===== config.mk =====
export PLATFORM = sky130hd
export DESIGN_NAME = byte_seq_engine
export DESIGN_NICKNAME = d
export VERILOG_FILES = /design/src/rtl/byte_seq_engine.sv
export SDC_FILE = /design/constraint.sdc
export NUM_CORES = 1
export LEC_CHECK = 0
export CORE_UTILIZATION = 55
export CTS_CLUSTER_DIAMETER = 100
export DETAILED_ROUTE_END_ITERATION = 7
export GPL_TIMING_DRIVEN = 0
export PLACE_DENSITY = 0.87
export SLEW_MARGIN = 40
export SYNTH_ARGS = -nofsm -noshare
export SYNTH_HDL_FRONTEND = slang
export SYNTH_SLANG_ARGS = --single-unit

===== constraint.sdc =====
create_clock -name clk -period 3.1 [get_ports clk]
set_input_delay 0.31 -clock clk [delete_from_list [all_inputs] [get_ports clk]]
set_output_delay 0.31 -clock clk [all_outputs]
set_load 0.05 [all_outputs]

===== src/rtl/byte_seq_engine.sv =====
// Byte-code sequencer: on a trigger byte it fetches opcodes from a synchronous-read
// memory, runs a small register machine and streams bytes out over a valid/ready port.
module byte_seq_engine #(
   parameter int          ADDR_W     = 9,
   parameter int unsigned START_ADDR = 0,
   parameter logic [7:0]  TRIG       = 8'h61,
   parameter logic [15:0] MAX_STEPS  = 16'd0
) (
   input  logic              clk,
   input  logic              resetq,
   input  logic              start_valid,
   input  logic [7:0]        start_data,
   output logic              start_ready,
   input  logic              abort,
   output logic [ADDR_W-1:0] mem_addr,
   input  logic [7:0]        mem_rdata,
   output logic              tx_valid,
   output logic [7:0]        tx_data,
   input  logic              tx_ready,
   output logic              busy,
   output logic              done,
   output logic [1:0]        err
);

   typedef enum logic [2:0] {S_IDLE, S_OP, S_ARG1, S_ARG2, S_SEND, S_LOAD} state_e;

   localparam logic [ADDR_W-1:0] START_PTR = ADDR_W'(START_ADDR);

   state_e            state_q;
   logic [ADDR_W-1:0] ptr_q;
   logic [7:0]        op_q;
   logic [7:0]        lo_q;
   logic [7:0]        regs_q [4];
   logic [15:0]       steps_q;
   logic              tx_valid_q;
   logic [7:0]        tx_data_q;
   logic              done_q;
   logic [1:0]        err_q;

   logic [ADDR_W-1:0] ptr_inc;
   logic [ADDR_W-1:0] jmp_tgt;
   logic              jmp_take;
   logic              watchdog;
   logic [1:0]        op_x;
   logic [1:0]        op_y;

   assign ptr_inc  = ptr_q + ADDR_W'(1);
   assign jmp_tgt  = ADDR_W'({mem_rdata, lo_q});
   assign jmp_take = (op_q == 8'h01) || (regs_q[op_q[1:0]] != 8'h00);
   assign watchdog = (MAX_STEPS != 16'd0) && (steps_q == MAX_STEPS);
   assign op_x     = mem_rdata[3:2];
   assign op_y     = mem_rdata[1:0];

   // Address of the byte that must be on mem_rdata in the following cycle.
   always_comb begin
      // NOTE: default assignment first so every path drives mem_addr and no latch is inferred.
      mem_addr = ptr_inc;
      unique case (state_q)
         S_IDLE: mem_addr = START_PTR;
         S_OP: begin
            if (mem_rdata[7:4] == 4'hC) begin
               mem_addr = ADDR_W'({regs_q[{op_y[1], 1'b1}], regs_q[{op_y[1], 1'b0}]});
            end
         end
         S_ARG2: begin
            if (jmp_take) mem_addr = jmp_tgt;
         end
         S_SEND, S_LOAD: mem_addr = ptr_q;
         default: mem_addr = ptr_inc;
      endcase
   end

   always_ff @(posedge clk or negedge resetq) begin
      if (!resetq) begin
         state_q    <= S_IDLE;
         ptr_q      <= '0;
         op_q       <= '0;
         lo_q       <= '0;
         steps_q    <= '0;
         tx_valid_q <= 1'b0;
         tx_data_q  <= '0;
         done_q     <= 1'b0;
         err_q      <= 2'b00;
         // NOTE: the four-entry register file is plain flops, so it is cleared on reset like any other state.
         for (int i = 0; i < 4; i++) regs_q[i] <= '0;
      end else begin
         // NOTE: non-blocking assignments throughout, so every branch sees pre-edge values.
         done_q <= 1'b0;
         if (abort && (state_q != S_IDLE)) begin
            state_q    <= S_IDLE;
            tx_valid_q <= 1'b0;
         end else begin
            unique case (state_q)
               S_IDLE: begin
                  if (start_valid && (start_data == TRIG)) begin
                     state_q <= S_OP;
                     ptr_q   <= START_PTR;
                     err_q   <= 2'b00;
                     steps_q <= '0;
                  end
               end
               S_OP: begin
                  if (watchdog) begin
                     state_q <= S_IDLE;
                     err_q   <= 2'b10;
                  end else begin
                     ptr_q   <= ptr_inc;
                     steps_q <= steps_q + 16'd1;
                     op_q    <= mem_rdata;
                     casez (mem_rdata)
                        8'h00: begin
                           state_q <= S_IDLE;
                           done_q  <= 1'b1;
                        end
                        8'h01, 8'b0001_00??, 8'b0000_01??: state_q <= S_ARG1;
                        8'b0000_10??: begin
                           tx_data_q  <= regs_q[op_y];
                           tx_valid_q <= 1'b1;
                           state_q    <= S_SEND;
                        end
                        8'b0000_11??: regs_q[op_y] <= regs_q[op_y] - 8'd1;
                        8'b0001_10??: regs_q[op_y] <= regs_q[op_y] + 8'd1;
                        8'b1000_????: regs_q[op_x] <= regs_q[op_x] + regs_q[op_y];
                        8'b1100_????: state_q <= S_LOAD;
                        default: begin
                           state_q <= S_IDLE;
                           err_q   <= 2'b01;
                        end
                     endcase
                  end
               end
               S_ARG1: begin
                  ptr_q <= ptr_inc;
                  if (op_q[7:2] == 6'b0000_01) begin
                     regs_q[op_q[1:0]] <= mem_rdata;
                     state_q           <= S_OP;
                  end else begin
                     lo_q    <= mem_rdata;
                     state_q <= S_ARG2;
                  end
               end
               S_ARG2: begin
                  ptr_q   <= jmp_take ? jmp_tgt : ptr_inc;
                  state_q <= S_OP;
               end
               S_SEND: begin
                  if (tx_ready) begin
                     tx_valid_q <= 1'b0;
                     state_q    <= S_OP;
                  end
               end
               S_LOAD: begin
                  regs_q[op_q[3:2]] <= mem_rdata;
                  state_q           <= S_OP;
               end
               default: state_q <= S_IDLE;
            endcase
         end
      end
   end

   assign start_ready = (state_q == S_IDLE);
   assign busy        = (state_q != S_IDLE);
   assign tx_valid    = tx_valid_q;
   assign tx_data     = tx_data_q;
   assign done        = done_q;
   assign err         = err_q;

endmodule


==> metrics.txt <==
run status finished, violations left; failing checks DRC; final critical path time including I/O delays and setup 3.07 ns; number of primary I/O pins 44; Reg-to-Reg Start state_q[2]; clk_skew 0.0119 ns; share of cell area taken by muxes after synthesis between 10% and 20%; dominant combinational cell family by area after synthesis compound AO/OA/AOI/OAI gates; Placed Instances 985; post-synthesis share of cell area spent on xor and xnor gates 3.96%; clock sink count 71; final count of negative-setup-slack endpoints 0; Hold Violations, Final 0; highest ir drop seen on vdd 0.230 mV; Net count, final 889; arrival time of data at the critical path endpoint 2.76 ns; final worst-path setup slack about 0.029 ns; depth of the CTS H-tree 3; max-slew headroom at the worst pin 38.0%; library cells used by synthesis 82; nature of the critical path endpoint output port; buffer type at the clock tree root clkbuf_16; count of buffers inserted at the top-level ports 39; antenna-violating nets left 0; total congestion overflow after global routing 0; area taken by multi-input logic gates ~0.0046 mm2; via count about 7400; count of max-cap constraint violations 0; post-detail-place hpwl about 19 mm; average instance area after synthesis 8.19 um2; type of element launching the critical path flop; slew at the pin closest to its max-slew limit 0.931 ns; synthesis-to-finish area growth 16.5%; routed wirelength normalized by instance count roughly 26 um; TritonCTS clock tree yes; maximum buffer depth of the clock tree 2; die height 111 um; final-layout worst hold slack just under 0.4 ns; Setup Slack @ Placement -0.945 ns; top area cells in the synthesized netlist dfrtp_1 27%, o21ai_0 5.6%, nand2_1 5.5%, mux4_2 5.5%, a21oi_1 4.9%; number of register bits inferred by synthesis 71; worst hold-check path type in2async; unrepaired setup endpoints after global routing true; Required @ worst endpoint about 2.8 ns; first drt pass iteration count 8; first-pass GRT wire length 40.6 mm; slowest cell delay on critical path 0.54 ns; clock transition at the register clock pins on the worst setup and hold paths after CTS 0.06 ns; final instance count without filler cells 1004; layout filler cell count 994; drt total wl 26.3 mm; number of cell rows 39; via count of the first global-routing pass around 7000; leading register cell type out of synthesis dfrtp_1; vias per inst 7.33; adder and majority cell fraction of the synthesized area 2.21%; critical setup path kind reg2out; antenna diode count 0; post-synthesis simple-gate area fraction 21.2%; upper clock frequency limit 0.326 GHz; fraction of the yosys area taken by sequential cells about 27%; chain of cells forming the critical path or4_4 -> a211oi_2 -> mux4_2 -> buf_6 -> mux2i_1 -> nor2_1 -> o31ai_1 -> a22oi_1 -> buf_4; Gate Count Post-Synth about 800; insertion delay to the later sink of the worst-skew pair about 0.36 ns; area of all sequential standard cells 0.00179 mm2; starting density of the core 57.0%; All-Layer GR Usage about 44%; DR iter-0 viols between 1000 and 1500; minimum setup slack among reg-to-reg paths 0.08 ns; Die Footprint 0.0124 mm2; capture point of the critical path mem_addr[0]; number of buffers created by CTS 9; share of the synthesized area in compound gates (AO/OA/AOI/OAI) 27.2%; Lkg Pwr 3.15 nW; fin. max-slew vios 0; Synth Cell Area 0.00657 mm2; total power divided by cell area 319 mW/mm2; slowest stage cell, crit path or4_4; share of the clock period used by the worst path 99.1%; Post-synth EDFFs 0; top-area cell type share of the netlist area between 20% and 30%; largest fanout on the critical path 10; layout cells sized above 1 17.7%; r2r worst-path depth 8; DRC violations left 14; number of antenna violations at the first check in global routing 0; maximum number of pins on one net before global-route repair 46; final RePlAce weighted congestion 1.07; Synthesis Warnings 0; placeable core region ~0.012 mm2; most frequent standard cell in the layout excluding fill and tap cells nand2_1; Net Count, Synth between 800 and 900; asr flop ratio synth between 90% and 100%; most used cells in the layout excluding fill and tap cells 97 x nand2_1, 77 x nor2_1, 70 x o21ai_0, 62 x a21oi_1, 58 x dfrtp_1; width of the die roughly 110 um; post-synth top area cell dfrtp_1
critical path: cells and delay by family, from the launching register on:
| kind | cells | cell delay (ns) |
|---|---|---|
| buffers and inverters | 2 | 0.35 |
| AO/OA/AOI/OAI | 3 | 0.51 |
| AND/OR/NAND/NOR | 2 | 0.63 |
| flip-flops | 1 | 0.45 |
| multiplexers | 2 | 0.46 |
layout make-up:
cell class	instances	share of cell area, %
sequential	71	23.4
clock inverter	6	0.818
timing repair buffer	46	5.72
tap	143	2.34
multi-input combinational	666	60.5
clock buffer	9	2.94
buffer	51	3.60
inverter	12	0.589
routing by layer:
layer / global-route usage, % / up-vias / part of all wire [%] / routed length, um
met5: 0 / - / 0 / 0
met4: 31.6 / 0 / 7.4 / 1940
met3: 10.7 / 151 / 12 / 3230
met2: 66.2 / 654 / 43 / 11400
met1: 54.7 / 3424 / 37 / 9690
li1: - / 3132 / - / -
worst min-delay path by stage:
stage	startpoint	end	slack, ns	cells past startpoint
after global placement	err[0]	err[0]	0.46	2
after floorplan	resetq	asynchronous set/reset pin	0.01	0
after CTS	resetq	tx_valid	0.41	2
after detailed placement	resetq	tx_valid	0.20	1
after global routing	resetq	op_q[5]	0.44	2
final	resetq	tx_valid	0.40	2
synthesized netlist by cell type (12+ instances only):
library cell / instances
xnor2_1: 17
mux2_2: 26
inv_1: 12
nor3_1: 12
dfrtp_1: 71
nand2_1: 97
mux2i_1: 23
a31oi_1: 12
a32oi_1: 12
nor2_1: 79
o21ai_0: 73
clkbuf_1: 30
mux4_2: 16
nand3_1: 17
a21oi_1: 64
cell families (layout without fill, tap and decap cells):
logic type,count (synthesis),count (layout)
multiplexers,66,66
AND/OR/NAND/NOR,284,284
XOR/XNOR,28,28
AO/OA/AOI/OAI,276,276
flip-flops,71,71
adder cells (fa/ha/maj),11,11
buffers and inverters,65,124
other,1,1
power by group:
group / switching, W / internal [W] / total (W)
clock network: 0.000451 / 0.000617 / 0.00107
logic: 0.000251 / 0.000145 / 0.000396
registers: 0.0000287 / 0.000949 / 0.000978
total: 0.000730 / 0.00171 / 0.00244
through the flow:
| step | setup TNS, ns | util (%) | instance area [um2] | total power, W |
|---|---|---|---|---|
| after floorplan | 0 | - | 6570 | 0.00121 |
| after global placement | -80.63 | 62.0 | 7140 | 0.00134 |
| after CTS | 0 | 65.3 | 7520 | 0.00241 |
| final | 0 | 66.4 | 7650 | 0.00244 |
| after global routing | -0.163 | 66.4 | 7650 | 0.00250 |
| after detailed placement | -21.97 | 62.3 | 7180 | 0.00135 |
what timing repair did:
action	in CTS	in global routing
buffers inserted	3	2
gates resized for setup	69	44
endpoints found under the hold margin	26	0
setup endpoints to repair	33	24
hold buffers	1	0
pin swaps	1	4
Power figures use the tool's default switching activity.
